$ cat config.mk
export PLATFORM = sky130hd
export DESIGN_NAME = display_scan_ctrl
export DESIGN_NICKNAME = d
export VERILOG_FILES = /design/src/rtl/display_pkg.sv /design/src/rtl/btn_debounce.sv /design/src/rtl/driver7seg.sv /design/src/rtl/display_scan_ctrl.sv
export SDC_FILE = /design/constraint.sdc
export NUM_CORES = 1
export LEC_CHECK = 0
export BUFFER_PORTS_ARGS = -buffer_cell sky130_fd_sc_hd__buf_2
export CAP_MARGIN = 40
export CORE_MARGIN = 5
export CORE_UTILIZATION = 61
export DETAILED_ROUTE_END_ITERATION = 16
export GPL_TIMING_DRIVEN = 0
export PLACE_DENSITY_LB_ADDON = 0.3
export SLEW_MARGIN = 10
export SYNTH_ARGS = -nofsm -noshare
export SYNTH_HDL_FRONTEND = slang
export SYNTH_SLANG_ARGS = --single-unit
$ cat constraint.sdc
create_clock -name clk -period 2.3 [get_ports clk]
set_input_delay 0.69 -clock clk [delete_from_list [all_inputs] [get_ports clk]]
set_output_delay 0.69 -clock clk [all_outputs]
set_load 0.01 [all_outputs]
$ cat src/rtl/display_pkg.sv
// Shared constants and scan-state encoding for the multiplexed 7-segment display controller.
package display_pkg;

    localparam int unsigned DEF_N_DIGITS = 8;
    localparam int unsigned DIGIT_W      = 4;
    localparam int unsigned SEL_W        = 3;
    localparam int unsigned SEG_W        = 7;
    localparam logic [SEG_W-1:0] SEG_BLANK = 7'h7F;

    typedef enum logic {
        SHOW  = 1'b0,
        BLANK = 1'b1
    } scan_state_t;

    // Counter width able to reach the larger of two terminal counts.
    function automatic int unsigned cnt_width(input int unsigned a, input int unsigned b);
        return $clog2((a > b) ? a : b) + 1;
    endfunction

endpackage

$ cat src/rtl/btn_debounce.sv
// Push-button conditioner: 2-FF synchroniser, stability counter, one-clock rising-press pulse.
module btn_debounce
    import display_pkg::*;
#(
    parameter int unsigned DB_CYCLES = 500000
) (
    input  logic clk,
    input  logic rst,
    input  logic btn,
    output logic pulse
);

    localparam int unsigned CNT_W = cnt_width(DB_CYCLES, 1);

    logic [1:0]       sync_q;
    logic             db_q;
    logic [CNT_W-1:0] cnt_q;
    logic             synced;

    assign synced = sync_q[1];

    // Accept the synced level only after DB_CYCLES consecutive disagreeing samples.
    always_ff @(posedge clk) begin
        if (rst) begin
            sync_q <= 2'b00;
            db_q   <= 1'b0;
            cnt_q  <= '0;
            pulse  <= 1'b0;
        end else begin
            sync_q <= {sync_q[0], btn};
            pulse  <= 1'b0;
            if (synced == db_q) begin
                cnt_q <= '0;
            end else if (cnt_q == CNT_W'(DB_CYCLES - 1)) begin
                cnt_q <= '0;
                db_q  <= synced;
                pulse <= synced;
            end else begin
                cnt_q <= cnt_q + CNT_W'(1);
            end
        end
    end

endmodule

$ cat src/rtl/driver7seg.sv
// BCD to active-low 7-segment decoder, seg_c[0]=a .. seg_c[6]=g; non-BCD codes blank.
module driver7seg
    import display_pkg::*;
(
    input  logic [DIGIT_W-1:0] bcd,
    output logic [SEG_W-1:0]   seg_c
);

    always_comb begin
        seg_c = SEG_BLANK;
        case (bcd)
            4'd0:    seg_c = 7'b1000000;
            4'd1:    seg_c = 7'b1111001;
            4'd2:    seg_c = 7'b0100100;
            4'd3:    seg_c = 7'b0110000;
            4'd4:    seg_c = 7'b0011001;
            4'd5:    seg_c = 7'b0010010;
            4'd6:    seg_c = 7'b0000010;
            4'd7:    seg_c = 7'b1111000;
            4'd8:    seg_c = 7'b0000000;
            4'd9:    seg_c = 7'b0010000;
            default: seg_c = SEG_BLANK;
        endcase
    end

endmodule

$ cat src/rtl/display_scan_ctrl.sv
// 8-digit BCD display controller: button-driven digit editing plus anode scanning with blanking.
module display_scan_ctrl
    import display_pkg::*;
#(
    parameter int unsigned N_DIGITS     = DEF_N_DIGITS,
    parameter int unsigned REFRESH_DIV  = 50000,
    parameter int unsigned BLANK_CYCLES = 2,
    parameter int unsigned DB_CYCLES    = 500000
) (
    input  logic                clk,
    input  logic                rst,
    input  logic                btn_sel,
    input  logic                btn_inc,
    output logic [N_DIGITS-1:0] an,
    output logic [SEG_W-1:0]    d,
    output logic                dp,
    output logic [SEL_W-1:0]    cur_sel
);

    localparam int unsigned CNT_W = cnt_width(REFRESH_DIV, BLANK_CYCLES);
    localparam logic [SEL_W-1:0]   LAST_IDX = SEL_W'(N_DIGITS - 1);
    localparam logic [DIGIT_W-1:0] MAX_BCD  = DIGIT_W'(9);

    logic                sel_pulse;
    logic                inc_pulse;
    logic [DIGIT_W-1:0]  digit_q [N_DIGITS];
    logic [DIGIT_W-1:0]  scan_digit;
    logic [SEG_W-1:0]    seg_c;

    scan_state_t         state_q, state_d;
    logic [CNT_W-1:0]    cnt_q, cnt_d;
    logic [SEL_W-1:0]    scan_idx_q, scan_idx_d;
    logic [N_DIGITS-1:0] an_d;
    logic [SEG_W-1:0]    d_d;
    logic                dp_d;

    btn_debounce #(.DB_CYCLES(DB_CYCLES)) u_db_sel (
        .clk   (clk),
        .rst   (rst),
        .btn   (btn_sel),
        .pulse (sel_pulse)
    );

    btn_debounce #(.DB_CYCLES(DB_CYCLES)) u_db_inc (
        .clk   (clk),
        .rst   (rst),
        .btn   (btn_inc),
        .pulse (inc_pulse)
    );

    // Edits: inc targets the cursor as it stood before any simultaneous sel step.
    always_ff @(posedge clk) begin
        if (rst) begin
            cur_sel <= '0;
            for (int unsigned i = 0; i < N_DIGITS; i++) begin
                digit_q[i] <= '0;
            end
        end else begin
            if (inc_pulse) begin
                digit_q[cur_sel] <= (digit_q[cur_sel] == MAX_BCD) ? '0
                                                                   : digit_q[cur_sel] + DIGIT_W'(1);
            end
            if (sel_pulse) begin
                cur_sel <= (cur_sel == LAST_IDX) ? '0 : cur_sel + SEL_W'(1);
            end
        end
    end

    assign scan_digit = digit_q[scan_idx_q];

    driver7seg u_dec (
        .bcd   (scan_digit),
        .seg_c (seg_c)
    );

    // Scan state and the display pins share one register stage so anodes and segments switch together.
    always_ff @(posedge clk) begin
        if (rst) begin
            state_q    <= SHOW;
            cnt_q      <= '0;
            scan_idx_q <= '0;
            an         <= '1;
            d          <= SEG_BLANK;
            dp         <= 1'b1;
        end else begin
            state_q    <= state_d;
            cnt_q      <= cnt_d;
            scan_idx_q <= scan_idx_d;
            an         <= an_d;
            d          <= d_d;
            dp         <= dp_d;
        end
    end

    always_comb begin
        state_d    = state_q;
        cnt_d      = cnt_q + CNT_W'(1);
        scan_idx_d = scan_idx_q;
        an_d       = '1;
        d_d        = SEG_BLANK;
        dp_d       = 1'b1;
        case (state_q)
            SHOW: begin
                an_d = ~(N_DIGITS'(1) << scan_idx_q);
                d_d  = seg_c;
                dp_d = ~(scan_idx_q == cur_sel);
                if (cnt_q == CNT_W'(REFRESH_DIV - 1)) begin
                    state_d = BLANK;
                    cnt_d   = '0;
                end
            end
            BLANK: begin
                if (cnt_q == CNT_W'(BLANK_CYCLES - 1)) begin
                    state_d    = SHOW;
                    cnt_d      = '0;
                    scan_idx_d = (scan_idx_q == LAST_IDX) ? '0 : scan_idx_q + SEL_W'(1);
                end
            end
            default: begin
                state_d = SHOW;
                cnt_d   = '0;
            end
        endcase
    end

endmodule

==> flow_summary.ini, run 1 <==
[power]
power_frac_comb_pct = 3.7
swShare_pct = 22.1
leakage_nw = 2.31
netSwitchingPower_mw = 1.16
ir_worst_vdd_uv = 610
powerDensity_nw_per_um2 = 801
clkPwrFrac_pct = 51.7
p_int_mw = 4.09
seq_power_share_pct = 44.7

[final_layout]
regArea_um2 = 2840
fin_nets = 608
antennaDiodeCount = 0
area_growth_pct = 16.6
multi_input_area_um2 = 2700
finish.instance_area_um2 = 6560
drive_above_1_share_pct = 17.0
fillers = 623

[floorplan]
coreArea_um2 = 9110
num_rows = 35
start_util_pct = 61.8
boundaryPins = 23
fp.dieW_um = 106
die_y_um = 106
die_area_um2 = 11200

[synth]
ys.warnings.count = 0
yosys.cell_types.count = 46
synth_area_leaders = dfxtp_1 33%, edfxtp_1 17%, nor2_1 7.1%
syn_avg_cell_area_um2 = 10.3
synth_edf_count = 32
seq_area_frac_synth_pct = 50.5
synth_top_area_cell = dfxtp_1
syn_nets = 568
synth_top_area_share_pct = 33.4
synth_area_um2 = 5630
ys_async_sr_fraction_pct = 0
synthTopCellsByCount = 107 x nor2_1, 94 x dfxtp_1, 36 x nand2_1
ys.flop_type = dfxtp_1
yosysMostFrequentCell = nor2_1
syn_inst = 547
ys_seq_elements = 126

[worst_setup_path]
rr_endpoint = digit_q[6][2]
r2r_cells = 8
crit_chain = buf_6, mux4_2, mux2_2, buf_6, nand2_2, xnor2_2, buf_4, nor2_1
path_common_cell = buf_6
cp-start-kind = flop
critPathArrivalTime_ns = 2.50
critPathSlowestCell = mux4_2
ff2ff_setup_slack_ns = 0.05
crit_end = digit_q[6][2]
critPathMaxStageDelay_ns = 0.51
cp_max_fo = 10
worst_setup_path_end_kind = flop
crit_type = reg -> reg
cp_data_required_time_ns = 2.55

[sta]
final.setup.tns_ns = 0
period_share_pct = 97.9
timing.slew.headroom_pct = 52.4
worst_slew_pin_slew_ns = 0.708
finalHoldViolCount = 0
slew_viol_final = 0
rsz0062_at_grt = yes
period_needed_ns = 2.25
skew_ns = 0.0128
max_freq_ghz = 0.444
timing.hold.ws_ns = 0.391
setup_viol = 0

[grt]
grt_pass1_wl_um = 19500
antenna_found_initial = 0
gr-total-overflow = 0
grt_pass1_vias = 4147
grt_max_degree = 17
grtUsageTotal_pct = 21.8

[route]
drc_errors = 0
ant_nets = 0
drt_iter0_markers = 240
vias_per_cell = 5.75
wl_per_cell_um = 15.8
drt-pass1-iter-count = 4
finalWirelength_um = 11200
vias = 4091

[placed_design]
port_buffers = 22
hpwl_um = 7770
gp_congestion = 0.830
dpl_cell_area_um2 = 5890

[clocking]
cts_inserted_buffers = 17
cts_tree = done
clk_pin_slew_ns = 0.06
htreeDepth = 4
cts.path.max_buffers = 2
cts_root_buffer = clkbuf_8
numClockSinks = 126
cts_hold_buf = 0
insertion_delay_ns = 0.51

[hold_path]
worstHoldPathType = in -> reg

[job]
max_cap_viol_count = 0

[status]
status = finished clean
## area by class of cell
class                      instances  area share (%)
clock inverter                    12            2.25
tap                              111            2.12
inverter                          15           0.858
timing repair buffer              23            1.79
clock buffer                      20            7.13
sequential                       126            43.3
buffer                            16            1.43
multi-input combinational        388            41.1
## layout by cell type, fill, tap and decap left out, drive strengths merged, types with 2 or more instances in the layout
cell type,count
nor2,115
dfxtp,94
nand2,37
edfxtp,32
clkbuf,31
xor2,28
xnor2,28
buf,28
nand3,27
inv,19
ha,17
nand4,16
mux4,16
nor3,14
a21oi,12
nand2b,10
and3,10
mux2i,9
nor2b,8
nor4,6
mux2,5
o21ai,5
clkinv,4
or4,3
and4,3
nand3b,2
and2,2
a211oi,2
nor4b,2
bufinv,2
clkinvlp,2
or2,2
## worst min path at each step
stage | from | to | slack (ns) | cells past startpoint
detailed placement | u_db_sel.sync_q[0] | u_db_sel.sync_q[1] | 0.43 | 1
global placement | u_db_inc.sync_q[0] | u_db_inc.sync_q[1] | 0.43 | 1
finish | btn_inc | u_db_inc.sync_q[0] | 0.39 | 2
floorplan | u_db_inc.sync_q[0] | u_db_inc.sync_q[1] | 0.41 | 1
CTS | btn_sel | u_db_sel.sync_q[0] | 0.38 | 2
global route | btn_sel | u_db_sel.sync_q[0] | 0.38 | 2
## power by group through the flow
stage               registers (mW)  clock network, mW  logic [mW]
floorplan                     2.39                  0       0.122
global placement              2.39                  0       0.172
detailed placement            2.39                  0       0.179
CTS                           2.35               2.74       0.187
global route                  2.35               2.86       0.209
finish                        2.35               2.71       0.192
## routing by layer
| layer | part of all wire, % | global-route usage [%] | up-vias | wire, um |
|---|---|---|---|---|
| met3 | 4.8 | 4.98 | 26 | 540 |
| met4 | 2.2 | 7.68 | 0 | 247 |
| met2 | 51 | 37.8 | 115 | 5740 |
| met1 | 42 | 26.7 | 1979 | 4710 |
| li1 | - | - | 1971 | - |
| met5 | 0 | 0 | - | 0 |
## repair_timing
| action | CTS | global route |
|---|---|---|
| setup buffers | 0 | 0 |
| gates resized for setup | 4 | 13 |
| setup endpoints to repair | 24 | 61 |
| pin swaps | 0 | 1 |
## critical path: cells and delay by family, from the launching register on
family                 cells  cell delay [ns]
multiplexers               2             0.82
buffers and inverters      3             0.53
flip-flops                 1             0.33
XOR/XNOR                   1             0.18
AND/OR/NAND/NOR            2             0.13
## metrics by stage
step	power [mW]	worst slack [ns]	utilization, %	std cells
after global routing	5.42	-0.0339	72.1	711
after global placement	2.56	-0.105	64.5	680
after floorplan	2.51	0.278	-	547
after CTS	5.27	-0.0901	71.6	712
final	5.25	0.0491	72.1	711
after detailed placement	2.57	-0.0985	64.6	681
## sequential cells by signal (all words and copies together), names as in the netlist, named ones only
signal and flops:
u_db_inc.pulse 1, u_db_sel.pulse 1, cnt_q 17, u_db_inc.sync_q 2, cur_sel 3, state_q 1, u_db_inc.db_q 1, an 8
dp 1, u_db_sel.sync_q 2, u_db_inc.cnt_q 20, d 7, digit_q 32, u_db_sel.db_q 1, u_db_sel.cnt_q 20, scan_idx_q 3
## cells by family after synthesis
kind of cell | share of synthesized area [%]
flops | 50.5
buf+inv | 2.73
mux | 9.27
fa+ha+maj | 3.78
compound gates | 2.60
xor+xnor | 8.71
simple gates | 22.4
Power figures use the tool's default switching activity.
==> run 2, diff against run 1 <==
Settings changed: CORE_UTILIZATION 61 to 62, SYNTH_HIERARCHICAL set to 1.
==> run 2 against run 1 <==
The run now ends with negative setup slack left. Sequential share of layout area down 2.9 points. Critical path depth is the same. Maximum frequency is 2.8% lower. Synthesized area grew 6.8%. Non-clock buffer count is 8 higher. Final area is 7.2% higher. Utilization increased by 1.3 points. Global-route usage rose by 0.10 points. Count of clock-buffer cells in the layout is 7 higher. Clock power down 4%. Highest routed layer unchanged.
==> flow_summary.ini, run 2 <==
[status]
status = finished, violations left
violations = negative setup slack

[clocking]
cts.path.max_buffers = 2
insertion_delay_ns = 0.51
cts_inserted_buffers = 17
cts_root_buffer = clkbuf_8
clk_pin_slew_ns = 0.06
cts_tree = done
htreeDepth = 4
numClockSinks = 126

[power]
swShare_pct = 20.4
ir_worst_vdd_uv = 644
seq_power_share_pct = 45.5
clkPwrFrac_pct = 50.3
total_power_mw = 5.16
power_frac_comb_pct = 4.2
powerDensity_nw_per_um2 = 734
netSwitchingPower_mw = 1.05
p_int_mw = 4.11
leakage_nw = 2.45

[route]
vias = 4413
vias_per_cell = 5.73
finalWirelength_um = 12100
ant_nets = 0
drt_iter0_markers = 235
wl_per_cell_um = 15.7
drt-pass1-iter-count = 5
drc_errors = 0

[placed_design]
hpwl_um = 8190
gp_congestion = 0.882
port_buffers = 22

[synth]
yosys.cell_types.count = 51
syn_inst = 578
ys.flop_type = dfxtp_1
synth_area_leaders = dfxtp_1 31%, edfxtp_1 16%, nor2_1 6.2%
seq_area_frac_synth_pct = 47.3
ys.warnings.count = 6
synth_edf_count = 32
synthTopCellsByCount = 99 x nor2_1, 94 x dfxtp_1, 37 x nand2_1, 37 x xnor2_1, 32 x edfxtp_1
synth_top_area_cell = dfxtp_1
ys_async_sr_fraction_pct = 0
syn_nets = 599
ys_seq_elements = 126
synth_area_um2 = 6010
synth_top_area_share_pct = 31.3
yosysMostFrequentCell = nor2_1
syn_avg_cell_area_um2 = 10.4

[final_layout]
reg_top3 = digit_q x32, u_db_inc/cnt_q x20, u_db_sel/cnt_q x20
fin_util_pct = 73.3
antennaDiodeCount = 0
fillers = 676
largest_reg_flops = 32
final_cell_mix = 99 x nor2_1, 93 x dfxtp_1, 36 x nand2_1, 36 x xnor2_1, 32 x edfxtp_1
area_growth_pct = 17.0
regArea_um2 = 2840
multi_input_area_um2 = 3080
fin_nets = 647
drive_above_1_share_pct = 21.2
final_common_cell = nor2_1
top_register = digit_q

[worst_setup_path]
crit_family = multiplexers
r2r_cells = 8
worst_setup_path_end_kind = flop
path_buf_inv = 1
crit_cells = 8
cp_max_fo = 8
critPathMaxStageDelay_ns = 0.51
critPathSlowestCell = mux4_2
rr_endpoint = d[0]
crit_type = reg -> reg
crit_chain = buf_8, mux4_2, mux2_4, ha_4, or2_4, a21oi_4, nor2_1, or3_1
cp_data_required_time_ns = 2.69
ff2ff_setup_slack_ns = -0.02
critPathArrivalTime_ns = 2.70
cp-start-kind = flop

[sta]
rsz0062_at_grt = yes
slew_viol_final = 0
setup_viol = 2
period_share_pct = 101
period_needed_ns = 2.32
finalHoldViolCount = 0
timing.hold.ws_ns = 0.392
worst_slew_pin_slew_ns = 0.592
timing.slew.headroom_pct = 60.4
setup_slack_ns = -0.0157
skew_ns = 0.00911
max_freq_ghz = 0.432

[grt]
antenna_found_initial = 0
met3_usage_pct = 5.19
grt_pass1_wl_um = 20300
use_met1_pct = 26.4
top_usage_layer = met2
gr-total-overflow = 0
grt_util_met2_pct = 38.6
grt_max_degree = 17
grtUsageTotal_pct = 21.9
grt_pass1_vias = 4403

[floorplan]
num_rows = 36
die_y_um = 108
boundaryPins = 23
coreArea_um2 = 9590
die_area_um2 = 11800
fp.dieW_um = 108
start_util_pct = 62.7

[hold_path]
worstHoldPathType = in -> reg
min_to = u_db_sel/sync_q[0]
whs_path_depth = 2
holdCritStartpoint = btn_sel

[job]
max_cap_viol_count = 0
run 2: cell types whose count changed after synthesis, moves of 5 or more:
cell | previous run | this run
xnor2_1 | 28 | 37
xor2_1 | 28 | 14
nor2_1 | 107 | 99
nor4_1 | 6 | 13
nor4b_2 | 0 | 6
and3_1 | 10 | 5
or3_1 | 1 | 8
run 2: cells by family after synthesis:
family,count (synthesis),share of synthesized area [%]
buffers and inverters,35,2.81
AND/OR/NAND/NOR,286,26.7
AO/OA/AOI/OAI,30,3.18
multiplexers,33,9.03
adder cells (fa/ha/maj),17,3.54
XOR/XNOR,51,7.43
flip-flops,126,47.3
run 2: metrics by stage:
| step | setup TNS, ns | cells | area, um2 | setup slack (ns) |
|---|---|---|---|---|
| global route | -0.352 | 770 | 7040 | -0.0883 |
| finish | -0.0208 | 770 | 7040 | -0.0157 |
| CTS | -0.143 | 765 | 6940 | -0.0476 |
| global placement | -1.68 | 733 | 6290 | -0.170 |
| detailed placement | -1.13 | 734 | 6300 | -0.160 |
| floorplan | 0 | 578 | 6020 | 0.0146 |
run 2: area by class of cell:
cell class | instances | area share, %
inverter | 17 | 0.907
sequential | 126 | 40.4
clock buffer | 27 | 7.73
tap | 133 | 2.36
clock inverter | 3 | 0.622
multi-input combinational | 417 | 43.8
timing repair buffer | 31 | 2.58
buffer | 16 | 1.55
run 2: worst max path at each step:
stage / endpoint / slack [ns]
floorplan: d[0] / 0.01
global placement: digit_q[0][2] / -0.17
detailed placement: digit_q[0][2] / -0.16
CTS: digit_q[0][2] / -0.05
global route: d[0] / -0.09
finish: d[0] / -0.02
run 2: repair_timing:
item                       in CTS  in global routing
buffers inserted                3                  5
pin swaps                       1                  3
resized for setup               9                 12
hold buffers                    0                  0
hold endpoints to repair        0                  0
setup endpoints to repair      13                 37
run 2: per-layer routing:
layer | routed length (um) | vias to the layer above
met5 | 0 | -
met2 | 6360 | 97
met4 | 140 | 0
met3 | 447 | 16
met1 | 5170 | 2157
li1 | - | 2143
run 2: power groups by stage:
stage	clock network, mW	logic, mW	registers (mW)
6_report	2.60	0.214	2.35
5_1_grt	2.74	0.234	2.35
3_3_place_gp	0	0.180	2.39
4_1_cts	2.64	0.196	2.35
3_5_place_dp	0	0.188	2.39
2_1_floorplan	0	0.129	2.39
==> run 3, diff against run 2 <==
Settings changed: ABC_AREA set to 1.
==> run 3 against run 2 <==
The run now ends clean. First-iteration DRC count increased by 67%. Register-to-register slack improved by 0.08 ns. Combinational power decreased by 14%. Die area increased by 5.2%. Flip-flop and latch count unchanged. Worst hold slack got worse by 0.023 ns. Critical path type unchanged. Largest cell class unchanged. Highest routed layer unchanged.
==> flow_summary.ini, run 3 <==
[power]
powerDensity_nw_per_um2 = 708
leakage_nw = 2.79
netSwitchingPower_mw = 1.13
ir_worst_vdd_uv = 500
swShare_pct = 21.8
total_power_mw = 5.19
p_int_mw = 4.06
clkPwrFrac_pct = 51.4
seq_power_share_pct = 45.0
power_frac_comb_pct = 3.5

[sta]
timing.hold.ws_ns = 0.369
timing.slew.headroom_pct = 65.6
skew_ns = 0.0109
slew_viol_final = 0
period_needed_ns = 2.23
setup_viol = 0
finalHoldViolCount = 0
worst_slew_pin_slew_ns = 0.517
final.setup.tns_ns = 0
period_share_pct = 97.2
max_freq_ghz = 0.447
setup_slack_ns = 0.0651

[floorplan]
fp.dieW_um = 111
start_util_pct = 62.4
die_y_um = 111
boundaryPins = 23
num_rows = 37
die_area_um2 = 12400
coreArea_um2 = 10200

[clocking]
cts_root_buffer = clkbuf_8
cts_hold_buf = 0
cts_tree = done
htreeDepth = 4
insertion_delay_ns = 0.52
cts.path.max_buffers = 2
numClockSinks = 126
cts_inserted_buffers = 17
clk_pin_slew_ns = 0.06

[synth]
yosys.cell_types.count = 40
yosysMostFrequentCell = nand2_1
synth_top_family_by_area = simple AND/OR/NAND/NOR gates
ys_async_sr_fraction_pct = 0
synth_adder_area_share_pct = 3.35
ys.flop_type = dfxtp_1
ys_seq_elements = 126
synth_top_area_cell = dfxtp_1
synth_xor_area_share_pct = 2.62
muxShareOfSynthArea_pct = 0
synth_compound_area_share_pct = 8.54
synth_top_area_share_pct = 29.6
synthSimpleGateAreaFrac_pct = 33.0
synth_edf_count = 32
seq_area_frac_synth_pct = 44.7
syn_avg_cell_area_um2 = 7.62
ys.warnings.count = 6
synth_area_leaders = dfxtp_1 30%, edfxtp_1 15%, nand2_1 11%
synth_area_um2 = 6360
synthTopCellsByCount = 185 x nand2_1, 125 x nor2_1, 94 x dfxtp_1
syn_nets = 855
syn_inst = 834

[placed_design]
gp_congestion = 0.906
dp_worst_setup_slack_ns = -0.406
hpwl_um = 10200
dpl_cell_area_um2 = 6640
port_buffers = 22
dp_cells = 992

[final_layout]
instances_no_fill = 1030
final_cell_mix = 185 x nand2_1, 125 x nor2_1, 93 x dfxtp_1, 91 x inv_1, 57 x a21oi_1
fin_nets = 902
reg_top3 = digit_q x32, u_db_inc/cnt_q x20, u_db_sel/cnt_q x20
antennaDiodeCount = 0
fin_util_pct = 72.0
final_common_cell = nand2_1
largest_reg_flops = 32
finish.instance_area_um2 = 7330
drive_above_1_share_pct = 17.1
area_growth_pct = 15.4
top_register = digit_q

[route]
ant_nets = 0
wl_per_cell_um = 14.1
vias = 5598
drt-pass1-iter-count = 7
drt_iter0_markers = 393
drc_errors = 0
vias_per_cell = 5.43
finalWirelength_um = 14500

[worst_setup_path]
r2r_cells = 12
worst_setup_path_end_kind = flop
cp-start-kind = flop
ff2ff_setup_slack_ns = 0.07
cp_max_fo = 7
critPathArrivalTime_ns = 2.65
crit_type = reg -> reg
rr_endpoint = d[2]
cp_data_required_time_ns = 2.71

[grt]
grt_pass1_vias = 5381
grt_max_degree = 17
gr-total-overflow = 0
antenna_found_initial = 0
grt_pass1_wl_um = 24200
grtUsageTotal_pct = 23.8

[status]
status = finished clean

[hold_path]
holdCritStartpoint = btn_sel
whs_path_depth = 3
min_to = u_db_sel/sync_q[0]
worstHoldPathType = in -> reg

[job]
max_cap_viol_count = 0
run 3: worst max-delay path by stage:
stage	from	end	slack [ns]	cells after the start
2_1_floorplan	flop	d[3]	0.03	11
3_3_place_gp	flop	d[3]	-0.35	12
3_5_place_dp	flop	d[3]	-0.41	12
4_1_cts	flop	d[3]	0.005	12
5_1_grt	flop	d[2]	-0.005	12
6_report	flop	d[2]	0.07	12
run 3: kinds of logic after synthesis:
| kind of cell | Yosys count |
|---|---|
| AOI/OAI and AO/OA | 102 |
| xor gates and xnor gates | 19 |
| and+or+nand+nor | 454 |
| DFF | 126 |
| adders and majority gates | 17 |
| buffers and inverters | 116 |
run 3: power by group through the flow:
stage               logic, mW  clock network, mW  registers (mW)
floorplan               0.117                  0            2.38
global placement        0.169                  0            2.38
detailed placement      0.175                  0            2.38
CTS                     0.180               2.71            2.34
global route            0.205               2.82            2.34
finish                  0.184               2.67            2.34
run 3: area by class of cell:
| type | count | area, um2 |
|---|---|---|
| inverters | 102 | 390 |
| repair buffers | 28 | 155 |
| plain buffers | 14 | 124 |
| clock buffers | 20 | 435 |
| multi-input cells | 592 | 3060 |
| well taps | 136 | 170 |
| clock inverters | 12 | 156 |
| fillers | 794 | 2850 |
| flip-flops and latches | 126 | 2840 |
run 3: timing repair:
action                     in CTS  in global routing
setup endpoints to repair       7                  7
pin swaps                       2                  3
setup buffers                   3                  3
resized for setup               7                 14
run 3: worst max-delay path, stage by stage (launching register included):
cell,delay [ns]
dfxtp_1,0.32
buf_6,0.14
clkinvlp_4,0.11
buf_4,0.14
a21oi_2,0.14
a221oi_2,0.08
a31oi_1,0.23
inv_1,0.14
buf_4,0.16
ha_1,0.21
nand3_1,0.09
nand2_1,0.06
or2_2,0.30
run 3: metal layers:
| metal | GRT usage [%] | vias up | routed length [um] |
|---|---|---|---|
| li1 | - | 2778 | - |
| met1 | 27.2 | 2599 | 5830 |
| met2 | 43.0 | 189 | 7390 |
| met3 | 5.90 | 32 | 977 |
| met4 | 8.52 | 0 | 327 |
| met5 | 0 | - | 0 |
